File: src/rtl/atm_balance_arbiter.sv
`default_nettype none
// ============================================================================
// Module      : atm_balance_arbiter
// Description : Two-port round-robin arbiter in front of one 64-bit account
//               balance. Each granted transaction is a deposit (saturating)
//               or a withdrawal (rejected when funds are insufficient).
// Revision    : 1.0 - initial release
// ============================================================================
module atm_balance_arbiter #(
  parameter logic [63:0] INIT_BALANCE = 64'd4500,
  parameter int          AMT_W        = 32
) (
  input  logic             clk,
  input  logic             rst,
  input  logic             req0,
  input  logic             op0,
  input  logic [AMT_W-1:0] amt0,
  input  logic             req1,
  input  logic             op1,
  input  logic [AMT_W-1:0] amt1,
  output logic [1:0]       gnt,
  output logic [1:0]       ack,
  output logic             bal_upd,
  output logic             insuf,
  output logic [63:0]      balance,
  output logic             busy
);

  localparam logic [1:0] S_IDLE = 2'd0;
  localparam logic [1:0] S_EXEC = 2'd1;
  localparam logic [1:0] S_RESP = 2'd2;

  logic [1:0]       state_q, state_d;
  logic             win_q, win_d;     // latched winner index
  logic             op_q, op_d;       // latched operation (1 = withdrawal)
  logic [AMT_W-1:0] amt_q, amt_d;     // latched amount
  logic             last_q, last_d;   // port granted most recently
  logic [63:0]      bal_q, bal_d;
  logic             upd_q, upd_d;
  logic             insuf_q, insuf_d;

  logic [63:0]      amt_ext;
  logic [64:0]      dep_sum;

  assign amt_ext = 64'(amt_q);
  // Extra carry bit detects deposit overflow for saturation.
  assign dep_sum = {1'b0, bal_q} + {1'b0, amt_ext};

  // Next-state, arbitration and balance arithmetic.
  always_comb begin
    state_d = state_q;
    win_d   = win_q;
    op_d    = op_q;
    amt_d   = amt_q;
    last_d  = last_q;
    bal_d   = bal_q;
    upd_d   = upd_q;
    insuf_d = insuf_q;
    case (state_q)
      S_IDLE: begin
        if (req0 || req1) begin
          state_d = S_EXEC;
          // On a tie the port that was not granted last wins.
          win_d   = (req0 && req1) ? ~last_q : req1;
          op_d    = win_d ? op1  : op0;
          amt_d   = win_d ? amt1 : amt0;
          last_d  = win_d;
        end
      end
      S_EXEC: begin
        state_d = S_RESP;
        if (!op_q) begin
          bal_d   = dep_sum[64] ? {64{1'b1}} : dep_sum[63:0];
          upd_d   = 1'b1;
          insuf_d = 1'b0;
        end else if (amt_ext <= bal_q) begin
          bal_d   = bal_q - amt_ext;
          upd_d   = 1'b1;
          insuf_d = 1'b0;
        end else begin
          upd_d   = 1'b0;
          insuf_d = 1'b1;
        end
      end
      S_RESP: begin
        state_d = S_IDLE;
      end
      default: begin
        state_d = S_IDLE;
      end
    endcase
  end

  // State and datapath registers; reset abandons any in-flight transaction.
  always_ff @(posedge clk) begin
    if (rst) begin
      state_q <= S_IDLE;
      win_q   <= 1'b0;
      op_q    <= 1'b0;
      amt_q   <= '0;
      last_q  <= 1'b1;
      bal_q   <= INIT_BALANCE;
      upd_q   <= 1'b0;
      insuf_q <= 1'b0;
    end else begin
      state_q <= state_d;
      win_q   <= win_d;
      op_q    <= op_d;
      amt_q   <= amt_d;
      last_q  <= last_d;
      bal_q   <= bal_d;
      upd_q   <= upd_d;
      insuf_q <= insuf_d;
    end
  end

  // Outputs decoded from the registered state; status flags gated to RESP.
  always_comb begin
    gnt     = 2'b00;
    ack     = 2'b00;
    bal_upd = 1'b0;
    insuf   = 1'b0;
    if (state_q == S_EXEC) begin
      gnt = win_q ? 2'b10 : 2'b01;
    end
    if (state_q == S_RESP) begin
      ack     = win_q ? 2'b10 : 2'b01;
      bal_upd = upd_q;
      insuf   = insuf_q;
    end
  end

  assign balance = bal_q;
  assign busy    = (state_q != S_IDLE);

endmodule
`default_nettype wire

File: config.mk
export PLATFORM = sky130hd
export DESIGN_NAME = atm_balance_arbiter
export DESIGN_NICKNAME = d
export VERILOG_FILES = /design/src/rtl/atm_balance_arbiter.sv
export SDC_FILE = /design/constraint.sdc
export NUM_CORES = 1
export LEC_CHECK = 0
export CORE_ASPECT_RATIO = 0.8
export CORE_MARGIN = 2
export CORE_UTILIZATION = 55
export CTS_CLUSTER_SIZE = 24
export DETAILED_ROUTE_END_ITERATION = 7
export GPL_ROUTABILITY_DRIVEN = 0
export GPL_TIMING_DRIVEN = 0
export PLACE_DENSITY = 0.81
export REMOVE_ABC_BUFFERS = 1
export SYNTH_ARGS = -nofsm -noshare
export SYNTH_HDL_FRONTEND = slang
export SYNTH_SLANG_ARGS = --single-unit
File: constraint.sdc
create_clock -name clk -period 4 [get_ports clk]
set_clock_uncertainty 0.05 [all_clocks]
set_input_delay 1 -clock clk [delete_from_list [all_inputs] [get_ports clk]]
set_output_delay 1 -clock clk [all_outputs]
set_load 0.05 [all_outputs]
# ---- After elaboration in Yosys (flattened, before gate mapping)
# Index checks and enable logic that the tools add are counted.
dict set report totals {
  input_bits 70
  output_inout_bits 71
  regBits 103
}
dict set report classes {
  n_bitwise 1
  eq_ne 4
  add_sub_neg 2
  n_reduce_logical 6
  muxes 17
  n_lt_le_gt_ge 1
}
# operator count
set ops {}
lappend ops {{$mux W64} 3}
lappend ops {{$add A64 B32 Y65} 1}
lappend ops {{$le A32 B64 Y1} 1}
lappend ops {{$sub A64 B32 Y64} 1}
lappend ops {{$mux W32} 1}
lappend ops {{$mux W1} 8}
lappend ops {{$mux W2} 4}
lappend ops {{$pmux W2 S2} 1}
lappend ops {{$reduce_and A2 Y1} 2}
lappend ops {{$eq A2 B1 Y1 const B} 1}
lappend ops {{$eq A2 B2 Y1 const B} 1}
lappend ops {{$logic_not A2 Y1} 1}
lappend ops {{$ne A2 B1 Y1 const B} 1}
lappend ops {{$ne A2 B2 Y1 const B} 1}
lappend ops {{$reduce_bool A2 Y1} 1}
lappend ops {{$logic_and A1 B1 Y1} 1}
lappend ops {{$logic_or A1 B1 Y1} 1}
lappend ops {{$not A1 Y1} 1}

# ---- Logic depth before layout (Yosys ltp)
# Gate-level depths: netlist (run 1).
dict set report depth {
  ltp_word 3
  depth_mapped 14
  depth_no_buf 13
}

# ---- Worst setup path after synthesis (run 1)
# OpenSTA, ideal clock, no wires.
dict set report synth_timing {
  kind {register to register}
  from {register bal_q[19], in the netlist balance[19]}
  to {register bal_q[38], in the netlist balance[38]}
  slack_ps 753
  stages_incl_launch_ff 11
  t_required_ps 3847
  arrival_time_ps 3093
  path_cell_list {dfxtp_1 ha_1 or3_1 nor4_4 a32oi_1 a211o_1 a211oi_4 or2_1 buf_4 a21oi_1 a2111oi_2}
}
dict set report synth_between {
  elab_chain_cells 3
}
# item line
set synth_rtl {}
lappend synth_rtl {{start: declaration} 38} ;# logic [63:0] bal_q, bal_d;
lappend synth_rtl {{start signal: assignment} 111} ;# bal_q <= bal_d;
lappend synth_rtl {{$add A64 B32 Y65, or another cell as far along} 47} ;# assign dep_sum = {1'b0, bal_q} + {1'b0, amt_ext};
lappend synth_rtl {{$mux W64, or another cell as far along} 73} ;# bal_d = dep_sum[64] ? {64{1'b1}} : dep_sum[63:0];
lappend synth_rtl {{$mux W64 / $reduce_and A2 Y1 (equally long branches)} n/a}
# Several ways; a longest one is shown, not always the timed one. The select of a mux whose other input is x is not followed.
# A chain may end at the register's enable or synchronous reset.

# ---- Final worst setup path (run 1)
dict set report layout_timing {
  from {register op_q}
  to {register bal_q[61], in the netlist balance[61]}
}
dict set report layout_between {
  elab_chain_cells 2
}
# item line
set layout_rtl {}
lappend layout_rtl {{start: declaration} 35} ;# logic op_q, op_d;
lappend layout_rtl {{start signal: assignment} 108} ;# op_q <= op_d;
lappend layout_rtl {{$ne A2 B1 Y1 (no line)} n/a}
lappend layout_rtl {{$reduce_and A2 Y1 (no line)} n/a}
# Several ways; a longest one is shown, not always the timed one.

==> flow_summary.html, run 1 <==
<table>
<tr><th>Metric</th><th>Value</th></tr>
<tr><th colspan="2">Finish</th></tr>
<tr><td>Share of cells above drive strength 1</td><td>0.0562</td></tr>
<tr><td>Final antenna diode count</td><td>0</td></tr>
<tr><td>Area added between synthesis and finish</td><td>19.6%</td></tr>
<tr><td>Filler cells</td><td>1525</td></tr>
<tr><td>Number of nets in the layout</td><td>1519</td></tr>
<tr><td>Final design instance area without fill</td><td>11500 µm²</td></tr>
<tr><th colspan="2">Synthesis</th></tr>
<tr><td>Yosys reg bits</td><td>roughly 100</td></tr>
<tr><td>Mean post-synth cell area</td><td>7.36 µm²</td></tr>
<tr><td>Gate count after technology mapping</td><td>roughly 1300</td></tr>
<tr><td>Number of enable-type register cells in the synthesized netlist</td><td>0</td></tr>
<tr><td>Post-synth design cell area</td><td>~9600 µm²</td></tr>
<tr><td>Primary FF master, synth</td><td>dfxtp_1</td></tr>
<tr><td>Post-synth ARST share</td><td>0</td></tr>
<tr><td>Share of the yosys chip area belonging to registers</td><td>0.215</td></tr>
<tr><td>Count of synthesis-stage warnings from yosys</td><td>0</td></tr>
<tr><td>Number of distinct library cells after synthesis</td><td>84</td></tr>
<tr><th colspan="2">Placement</th></tr>
<tr><td>Number of buffers added on ports</td><td>140</td></tr>
<tr><td>Pre-CTS worst setup slack</td><td>-0.440 ns</td></tr>
<tr><td>Post-place instance area</td><td>11000 µm²</td></tr>
<tr><td>Dpl hpwl</td><td>approximately 23 mm</td></tr>
<tr><th colspan="2">STA</th></tr>
<tr><td>Max-slew violation total from the final report</td><td>0</td></tr>
<tr><td>Final cycle utilization of the critical path</td><td>0.978</td></tr>
<tr><td>Achievable frequency</td><td>between 200 and 300 MHz</td></tr>
<tr><td>Worst rel slew slack</td><td>0.336</td></tr>
<tr><td>Unrepaired setup endpoints after global routing</td><td>yes</td></tr>
<tr><td>Final Hold Fails</td><td>0</td></tr>
<tr><td>Number of failing setup endpoints in the final timing report</td><td>0</td></tr>
<tr><td>Slack of the critical path</td><td>0.0890 ns</td></tr>
<tr><td>Transition at the pin with the smallest max-transition slack</td><td>around 1 ns</td></tr>
<tr><td>Post-route minimum period</td><td>3.91 ns</td></tr>
<tr><th colspan="2">GRT</th></tr>
<tr><td>Overall fraction of global-route tracks in use</td><td>0.332</td></tr>
<tr><td>Pin count of the biggest net entering global routing</td><td>63</td></tr>
<tr><td>Peak-usage layer in the global routing report</td><td>met1</td></tr>
<tr><td>Remaining Overflow, GRT</td><td>0</td></tr>
<tr><td>GR Util met3</td><td>0.103</td></tr>
<tr><td>GR met1 Demand/Resource</td><td>0.478</td></tr>
<tr><td>Number of global-route vias before repair</td><td>between 9000 and 10000</td></tr>
<tr><td>Global Route met2 Usage</td><td>0.474</td></tr>
<tr><td>Antenna violations before repair</td><td>0</td></tr>
<tr><td>Wire length of the first global-routing pass</td><td>~49 mm</td></tr>
<tr><th colspan="2">Clock network</th></tr>
<tr><td>Clock sink total</td><td>103</td></tr>
<tr><td>Source-to-sink clock delay at the later pin of the worst-skew pair</td><td>0.37 ns</td></tr>
<tr><td>CTS buffer count</td><td>9</td></tr>
<tr><td>Max clock buf depth</td><td>2</td></tr>
<tr><td>Clock tree from TritonCTS</td><td>yes</td></tr>
<tr><td>Clk root buf</td><td>clkbuf_16</td></tr>
<tr><td>Hold bufs inserted after CTS</td><td>0</td></tr>
<tr><td>H-tree lvl count</td><td>3</td></tr>
<tr><td>Clock-pin transition on the worst setup and hold timing paths</td><td>0.07 ns</td></tr>
<tr><th colspan="2">Setup path</th></tr>
<tr><td>Setup slack, reg-to-reg</td><td>between 0.08 and 0.09 ns</td></tr>
<tr><td>Arrival @ worst endpoint</td><td>4.18 ns</td></tr>
<tr><td>Worst setup path class</td><td>flop to flop</td></tr>
<tr><td>Depth of the worst register-to-register path</td><td>10</td></tr>
<tr><td>Worst-path fanout max</td><td>48</td></tr>
<tr><td>Worst path required time</td><td>4.27 ns</td></tr>
<tr><td>Kind of capture point of the worst setup path</td><td>flop</td></tr>
<tr><td>Critical path launch point type</td><td>flop</td></tr>
<tr><th colspan="2">Floorplan</th></tr>
<tr><td>Top Ports</td><td>about 140</td></tr>
<tr><td>Starting utilization of the core area</td><td>0.557</td></tr>
<tr><td>Die width</td><td>152 µm</td></tr>
<tr><td># rows</td><td>43</td></tr>
<tr><td>Core outline area</td><td>17200 µm²</td></tr>
<tr><td>DIE AREA</td><td>about 19000 µm²</td></tr>
<tr><td>Die height</td><td>about 120 µm</td></tr>
<tr><th colspan="2">Flow run</th></tr>
<tr><td>Total of max-cap violations</td><td>0</td></tr>
<tr><th colspan="2">Power</th></tr>
<tr><td>Total power divided by cell area</td><td>471 nW/µm²</td></tr>
<tr><td>Peak supply drop</td><td>around 0.29 mV</td></tr>
<tr><td>Static Leakage</td><td>between 0.004 and 0.005 µW</td></tr>
<tr><th colspan="2">Status</th></tr>
<tr><td>Failing checks</td><td>DRC</td></tr>
<tr><td>Run status</td><td>complete, but fails checks</td></tr>
<tr><th colspan="2">Drt</th></tr>
<tr><td>Via count</td><td>10700</td></tr>
<tr><td>Wirelength, routed</td><td>31.1 mm</td></tr>
<tr><td>Routed length per placed instance</td><td>19.3 µm</td></tr>
<tr><td>First-iteration detailed-routing DRC count</td><td>approximately 1600</td></tr>
<tr><td>Avg Vias per Cell</td><td>6.63</td></tr>
<tr><td>DR DRC count</td><td>3</td></tr>
<tr><td>Antenna violation net count after detailed routing</td><td>0</td></tr>
<tr><td>First-pass iteration count of the detailed router</td><td>8</td></tr>
<tr><th colspan="2">Worst hold path</th></tr>
<tr><td>Worst min-delay path category</td><td>flop to flop</td></tr>
<tr><td>Hold Path Cell Cnt</td><td>2</td></tr>
</table>
-- placed cells by master (no fill, tap or decap), types with 11 or more instances in the layout --
cell / n
a211oi_1: 61
a21o_1: 20
a21oi_1: 99
a31oi_1: 27
and3_1: 11
clkdlybuf4s50_1: 139
dfxtp_1: 102
ha_1: 64
inv_1: 74
mux2i_1: 42
nand2_1: 78
nand2b_1: 23
nand3_1: 36
nand4_1: 15
nor2_1: 150
nor2b_1: 15
nor3_1: 43
nor4_1: 20
o211ai_1: 11
o21a_1: 21
o21ai_0: 54
o22ai_1: 19
o31ai_1: 15
or3_1: 16
xnor2_1: 28
-- cells in the mapped netlist (6+ instances only) --
cell type  instances  area share
nor4_1            20       0.013
buf_2             28       0.015
a21oi_1          101       0.053
a31oi_1           27       0.018
ha_1              64       0.083
o41ai_1            6      0.0055
nand2b_1          23       0.015
buf_1              8      0.0031
a211oi_1          62       0.049
dfxtp_1          103        0.21
a22oi_1            7      0.0055
nand4_1           15      0.0098
or4_1              9      0.0070
o21a_1            21       0.016
and3_1            11      0.0072
nand2_1           79       0.031
o31ai_1           16       0.013
xnor2_1           28       0.026
o211ai_1          11      0.0086
nor3_1            44       0.023
a21o_1            21       0.016
buf_4              7      0.0055
clkbuf_1          38       0.015
o21ai_0           54       0.028
inv_1             74       0.029
and2_1            10      0.0065
a211o_1            8      0.0073
or2_2              9      0.0059
nand3_1           36       0.019
or3_1             16       0.010
nor2_1           151       0.059
mux2i_1           42       0.044
xor2_1             6      0.0055
nor2b_1           15      0.0098
o22ai_1           19       0.012
o21bai_1           8      0.0063
a311oi_1           9      0.0082
-- layout make-up --
type	instances	area (µm²)	area share
multi-input cells	1040	6950	0.606
flip-flops and latches	103	2060	0.180
repair buffers	151	1560	0.136
inverters	78	293	0.0255
well taps	225	282	0.0245
clock buffers	9	225	0.0196
clock inverters	7	103	0.00894
-- registers in the layout, summed over array words and instances, names as in the netlist --
| name | count |
|---|---|
| balance | 64 |
| state_q | 2 |
| op_q | 1 |
| amt_q | 32 |
| win_q | 1 |
| last_q | 1 |
| insuf_q | 1 |
| upd_q | 1 |
-- where the power goes --
group	internal, µW	switching, µW	leakage, µW
Clock	555	433	0.000157
Sequential	1150	167	0.000846
Combinational	1100	2000	0.00345
-- per-stage QoR --
stage | hold WS [ns] | power, µW | setup TNS, ns | util | instances
after CTS | 0.408 | 5280 | 0 | 0.662 | 1607
final | 0.406 | 5410 | 0 | 0.666 | 1613
after global routing | 0.422 | 5690 | -0.0410 | 0.666 | 1613
after global placement | 0.401 | 4230 | -310.95 | 0.633 | 1585
after floorplan | 0.376 | 3430 | -121.62 | - | 1220
after detailed placement | 0.395 | 4280 | -6.02 | 0.642 | 1591
-- layer usage --
metal	vias to the layer above	part of all wire
met5	-	0.00045
met4	2	0.025
li1	5001	-
met2	675	0.41
met1	4922	0.43
met3	96	0.13
-- what timing repair did --
action,4_1_cts,5_1_grt
setup buffers,0,5
cloned,0,1
gates resized for setup,4,7
pin swaps,0,2
endpoints found under the setup margin,17,50
-- cells by family (layout without fill, tap and decap cells) --
group,Yosys count,count (layout),synth area share
compound gates,435,436,0.312
xor+xnor,34,34,0.0310
mux,42,42,0.0438
simple gates,462,462,0.240
buf+inv,162,245,0.0708
flops,103,103,0.215
fa+ha+maj,66,66,0.0876
-- critical path, cell delays in order (launching register included) --
cell and delay (ns):
dfxtp_2 0.59, buf_12 0.28, or4b_1 0.46, nor4_1 0.30, nand4b_1 0.26, a2111oi_2 0.67, a21o_4 0.41, a21oi_2 0.13
buf_8 0.23, a31oi_1 0.24, o21a_1 0.16
-- worst paths after layout --
path,startpoint,endpoint
worst max register to register,op_q,balance[61]
worst min register to register,upd_q,upd_q
worst min-delay path,upd_q,upd_q
worst max-delay path,op_q,balance[61]
No activity file was read; power rests on OpenSTA's default activity.
==> run 2, diff against run 1 <==
- CELL_PAD_IN_SITES_DETAIL_PLACEMENT: default -> 0
- CELL_PAD_IN_SITES_GLOBAL_PLACEMENT: default -> 1
- CORE_UTILIZATION: 55 -> 41
- CTS_CLUSTER_SIZE: 24 -> 20
- PLACE_DENSITY: 0.81 -> default
- PLACE_DENSITY_LB_ADDON: default -> 0.1
==> run 2 against run 1 <==
Effect of this change:
- the run now ends clean
- routed wire length increased by 9.7%
- worst hold slack about the same
- largest power group unchanged
- sequential power hardly changed
- flip-flop and latch count is the same
- utilization decreased by 16 points
- critical endpoint is now balance[49]
- critical path depth rose by 3
- combinational power grew 3%
==> flow_summary.html, run 2 (synthesis gave the netlist of run 1 again) <==
<table>
<tr><th>Metric</th><th>Value</th></tr>
<tr><th colspan="2">Setup path</th></tr>
<tr><td>Worst setup path class</td><td>flop to flop</td></tr>
<tr><td>Critical path launch point type</td><td>flop</td></tr>
<tr><td>Slowest cell on crit path</td><td>o311ai_1</td></tr>
<tr><td>Worst path cell trace</td><td>inv_1, ha_1, inv_2, a21oi_1, o311ai_1, a32oi_4, a211o_1, a211oi_4, buf_4, a21oi_2, buf_8, a31oi_1, o21a_1</td></tr>
<tr><td>Worst path required time</td><td>4.26 ns (about the same)</td></tr>
<tr><td>Stage delay of the slowest cell on the critical path</td><td>0.50 ns (-0.17 ns)</td></tr>
<tr><td>Arrival @ worst endpoint</td><td>4.08 ns (-0.10 ns)</td></tr>
<tr><td>Worst-path fanout max</td><td>15 (-69%)</td></tr>
<tr><td>R2r startpoint</td><td>amt_q[9]</td></tr>
<tr><td>Setup slack, reg-to-reg</td><td>0.18 ns (+0.09 ns)</td></tr>
<tr><td>Depth of the worst register-to-register path</td><td>13 (+3)</td></tr>
<tr><td>CP startpoint</td><td>amt_q[9]</td></tr>
<tr><td>Crit path to</td><td>balance[49]</td></tr>
<tr><td>Kind of capture point of the worst setup path</td><td>flop</td></tr>
<tr><td>Endpoint of the most critical register-to-register path</td><td>balance[49]</td></tr>
<tr><th colspan="2">Finish</th></tr>
<tr><td>Filler cells</td><td>2303 (+51%)</td></tr>
<tr><td>Number of nets in the layout</td><td>1529 (+0.66%)</td></tr>
<tr><td>Final antenna diode count</td><td>0 (unchanged)</td></tr>
<tr><td>Final design instance area without fill</td><td>11700 µm² (+2.0%)</td></tr>
<tr><td>Commonest non-fill, non-tap cell in the layout</td><td>nor2_1</td></tr>
<tr><td>Utilization after layout</td><td>0.504 (-0.162)</td></tr>
<tr><td>Most used cells in the layout excluding fill and tap cells</td><td>150 x nor2_1, 139 x clkdlybuf4s50_1, 102 x dfxtp_1, 97 x a21oi_1, 78 x nand2_1</td></tr>
<tr><td>Flip-flop count of the largest register after layout</td><td>64 (unchanged)</td></tr>
<tr><td>Share of cells above drive strength 1</td><td>0.0680 (+0.0118)</td></tr>
<tr><td>Area added between synthesis and finish</td><td>21.9%</td></tr>
<tr><th colspan="2">Power</th></tr>
<tr><td>Total power divided by cell area</td><td>462 nW/µm² (-1.9%)</td></tr>
<tr><td>Static Leakage</td><td>0.00450 µW (+0.93%)</td></tr>
<tr><td>Peak supply drop</td><td>0.270 mV (-7.5%)</td></tr>
<tr><td>Overall Power</td><td>5400 µW (about the same)</td></tr>
<tr><th colspan="2">Floorplan</th></tr>
<tr><td>Starting utilization of the core area</td><td>0.413 (-0.144)</td></tr>
<tr><td>Die width</td><td>175 µm (+15%)</td></tr>
<tr><td>Top Ports</td><td>141 (unchanged)</td></tr>
<tr><td>Core outline area</td><td>23200 µm² (+35%)</td></tr>
<tr><td>DIE AREA</td><td>24600 µm² (+33%)</td></tr>
<tr><td>Die height</td><td>141 µm (+15%)</td></tr>
<tr><td># rows</td><td>50 (+16%)</td></tr>
<tr><th colspan="2">Drt</th></tr>
<tr><td>DR DRC count</td><td>0 (-3)</td></tr>
<tr><td>First-iteration detailed-routing DRC count</td><td>1228 (-24%)</td></tr>
<tr><td>First-pass iteration count of the detailed router</td><td>6 (-2)</td></tr>
<tr><td>Routed length per placed instance</td><td>19.9 µm (+3.5%)</td></tr>
<tr><td>Via count</td><td>10500 (-2.0%)</td></tr>
<tr><td>Avg Vias per Cell</td><td>6.13 (-7.5%)</td></tr>
<tr><td>Antenna violation net count after detailed routing</td><td>0 (unchanged)</td></tr>
<tr><td>Wirelength, routed</td><td>34.1 mm (+9.7%)</td></tr>
<tr><th colspan="2">STA</th></tr>
<tr><td>Max-slew violation total from the final report</td><td>0 (unchanged)</td></tr>
<tr><td>Transition at the pin with the smallest max-transition slack</td><td>1.10 ns (+0.102 ns)</td></tr>
<tr><td>Number of failing setup endpoints in the final timing report</td><td>0 (unchanged)</td></tr>
<tr><td>Achievable frequency</td><td>262 MHz (+2.3%)</td></tr>
<tr><td>Final cycle utilization of the critical path</td><td>0.956 (-0.0218)</td></tr>
<tr><td>Worst rel slew slack</td><td>0.266 (-0.0693)</td></tr>
<tr><td>Final Hold Fails</td><td>0 (unchanged)</td></tr>
<tr><td>Post-route minimum period</td><td>3.82 ns (-0.0873 ns)</td></tr>
<tr><th colspan="2">Clock network</th></tr>
<tr><td>Source-to-sink clock delay at the later pin of the worst-skew pair</td><td>0.36 ns (about the same)</td></tr>
<tr><td>Clk root buf</td><td>clkbuf_16</td></tr>
<tr><td>CTS buffer count</td><td>9 (unchanged)</td></tr>
<tr><td>Clock sink total</td><td>103 (unchanged)</td></tr>
<tr><td>H-tree lvl count</td><td>3 (unchanged)</td></tr>
<tr><td>Max clock buf depth</td><td>2 (unchanged)</td></tr>
<tr><td>Clock-pin transition on the worst setup and hold timing paths</td><td>0.08 ns (about the same)</td></tr>
<tr><td>Clock tree from TritonCTS</td><td>yes</td></tr>
<tr><th colspan="2">Worst hold path</th></tr>
<tr><td>Hold Path Cell Cnt</td><td>2 (unchanged)</td></tr>
<tr><td>Worst min-delay path category</td><td>flop to flop</td></tr>
<tr><td>Hold path startpoint</td><td>upd_q</td></tr>
<tr><th colspan="2">Status</th></tr>
<tr><td>Run status</td><td>completed</td></tr>
<tr><th colspan="2">Placement</th></tr>
<tr><td>Post-place instance area</td><td>11200 µm² (+1.2%)</td></tr>
<tr><td>Number of buffers added on ports</td><td>140 (unchanged)</td></tr>
<tr><td>Dpl hpwl</td><td>25.5 mm (+12%)</td></tr>
<tr><th colspan="2">GRT</th></tr>
<tr><td>Overall fraction of global-route tracks in use</td><td>0.271 (-0.0610)</td></tr>
<tr><td>Number of global-route vias before repair</td><td>9574 (+0.021%)</td></tr>
<tr><td>Wire length of the first global-routing pass</td><td>53.8 mm (+8.7%)</td></tr>
<tr><td>Pin count of the biggest net entering global routing</td><td>56 (-11%)</td></tr>
<tr><td>Antenna violations before repair</td><td>0 (unchanged)</td></tr>
<tr><td>Remaining Overflow, GRT</td><td>0 (unchanged)</td></tr>
<tr><th colspan="2">Flow run</th></tr>
<tr><td>Total of max-cap violations</td><td>0 (unchanged)</td></tr>
</table>
-- run 2: layer usage --
layer	vias up	routed length, µm	GRT usage
li1	5035	-	-
met1	4949	17100	0.420
met2	463	13400	0.378
met3	39	3030	0.0556
met4	0	547	0.0618
met5	-	0	0
-- run 2: critical path: cells and delay by family (launching register included) --
family | cells | cell delay [ns]
compound gates | 8 | 2.26
fa+ha+maj | 1 | 0.41
buf+inv | 4 | 0.66
flops | 1 | 0.36
-- run 2: worst min path at each step --
stage	endpoint	slack [ns]
2_1_floorplan	upd_q	0.38
3_3_place_gp	upd_q	0.40
3_5_place_dp	upd_q	0.40
4_1_cts	upd_q	0.41
5_1_grt	upd_q	0.45
6_report	upd_q	0.41
-- run 2: layout make-up --
| type | count | area [µm²] | share of cell area |
|---|---|---|---|
| multi-input combinational | 1040 | 7010 | 0.600 |
| sequential | 103 | 2070 | 0.177 |
| timing repair buffer | 161 | 1650 | 0.141 |
| tap | 312 | 390 | 0.0334 |
| inverter | 78 | 293 | 0.0250 |
| clock buffer | 9 | 225 | 0.0193 |
| clock inverter | 7 | 55.1 | 0.00471 |
-- run 2: timing repair --
action	4_1_cts	5_1_grt
endpoints found under the setup margin	44	48
hold endpoints to repair	0	0
pin swaps	1	5
setup buffers	2	12
hold buffers	0	0
gates resized for setup	8	14
gates cloned	0	1
-- run 2: power by group --
group | leakage, µW | internal [µW] | switching (µW)
Clock | 0.000139 | 433 | 463
Combinational | 0.00351 | 1140 | 2060
Sequential | 0.000846 | 1150 | 163
-- run 2: per-stage QoR --
stage / hold WS, ns / setup TNS (ns) / worst slack (ns) / cells
after floorplan: 0.376 / -121.62 / -2.05 / 1220
after global placement: 0.396 / -374.34 / -6.25 / 1672
after detailed placement: 0.401 / -17.13 / -0.887 / 1679
after CTS: 0.412 / 0 / 0.0822 / 1697
after global routing: 0.453 / -0.00559 / -0.00438 / 1710
final: 0.406 / 0 / 0.176 / 1710
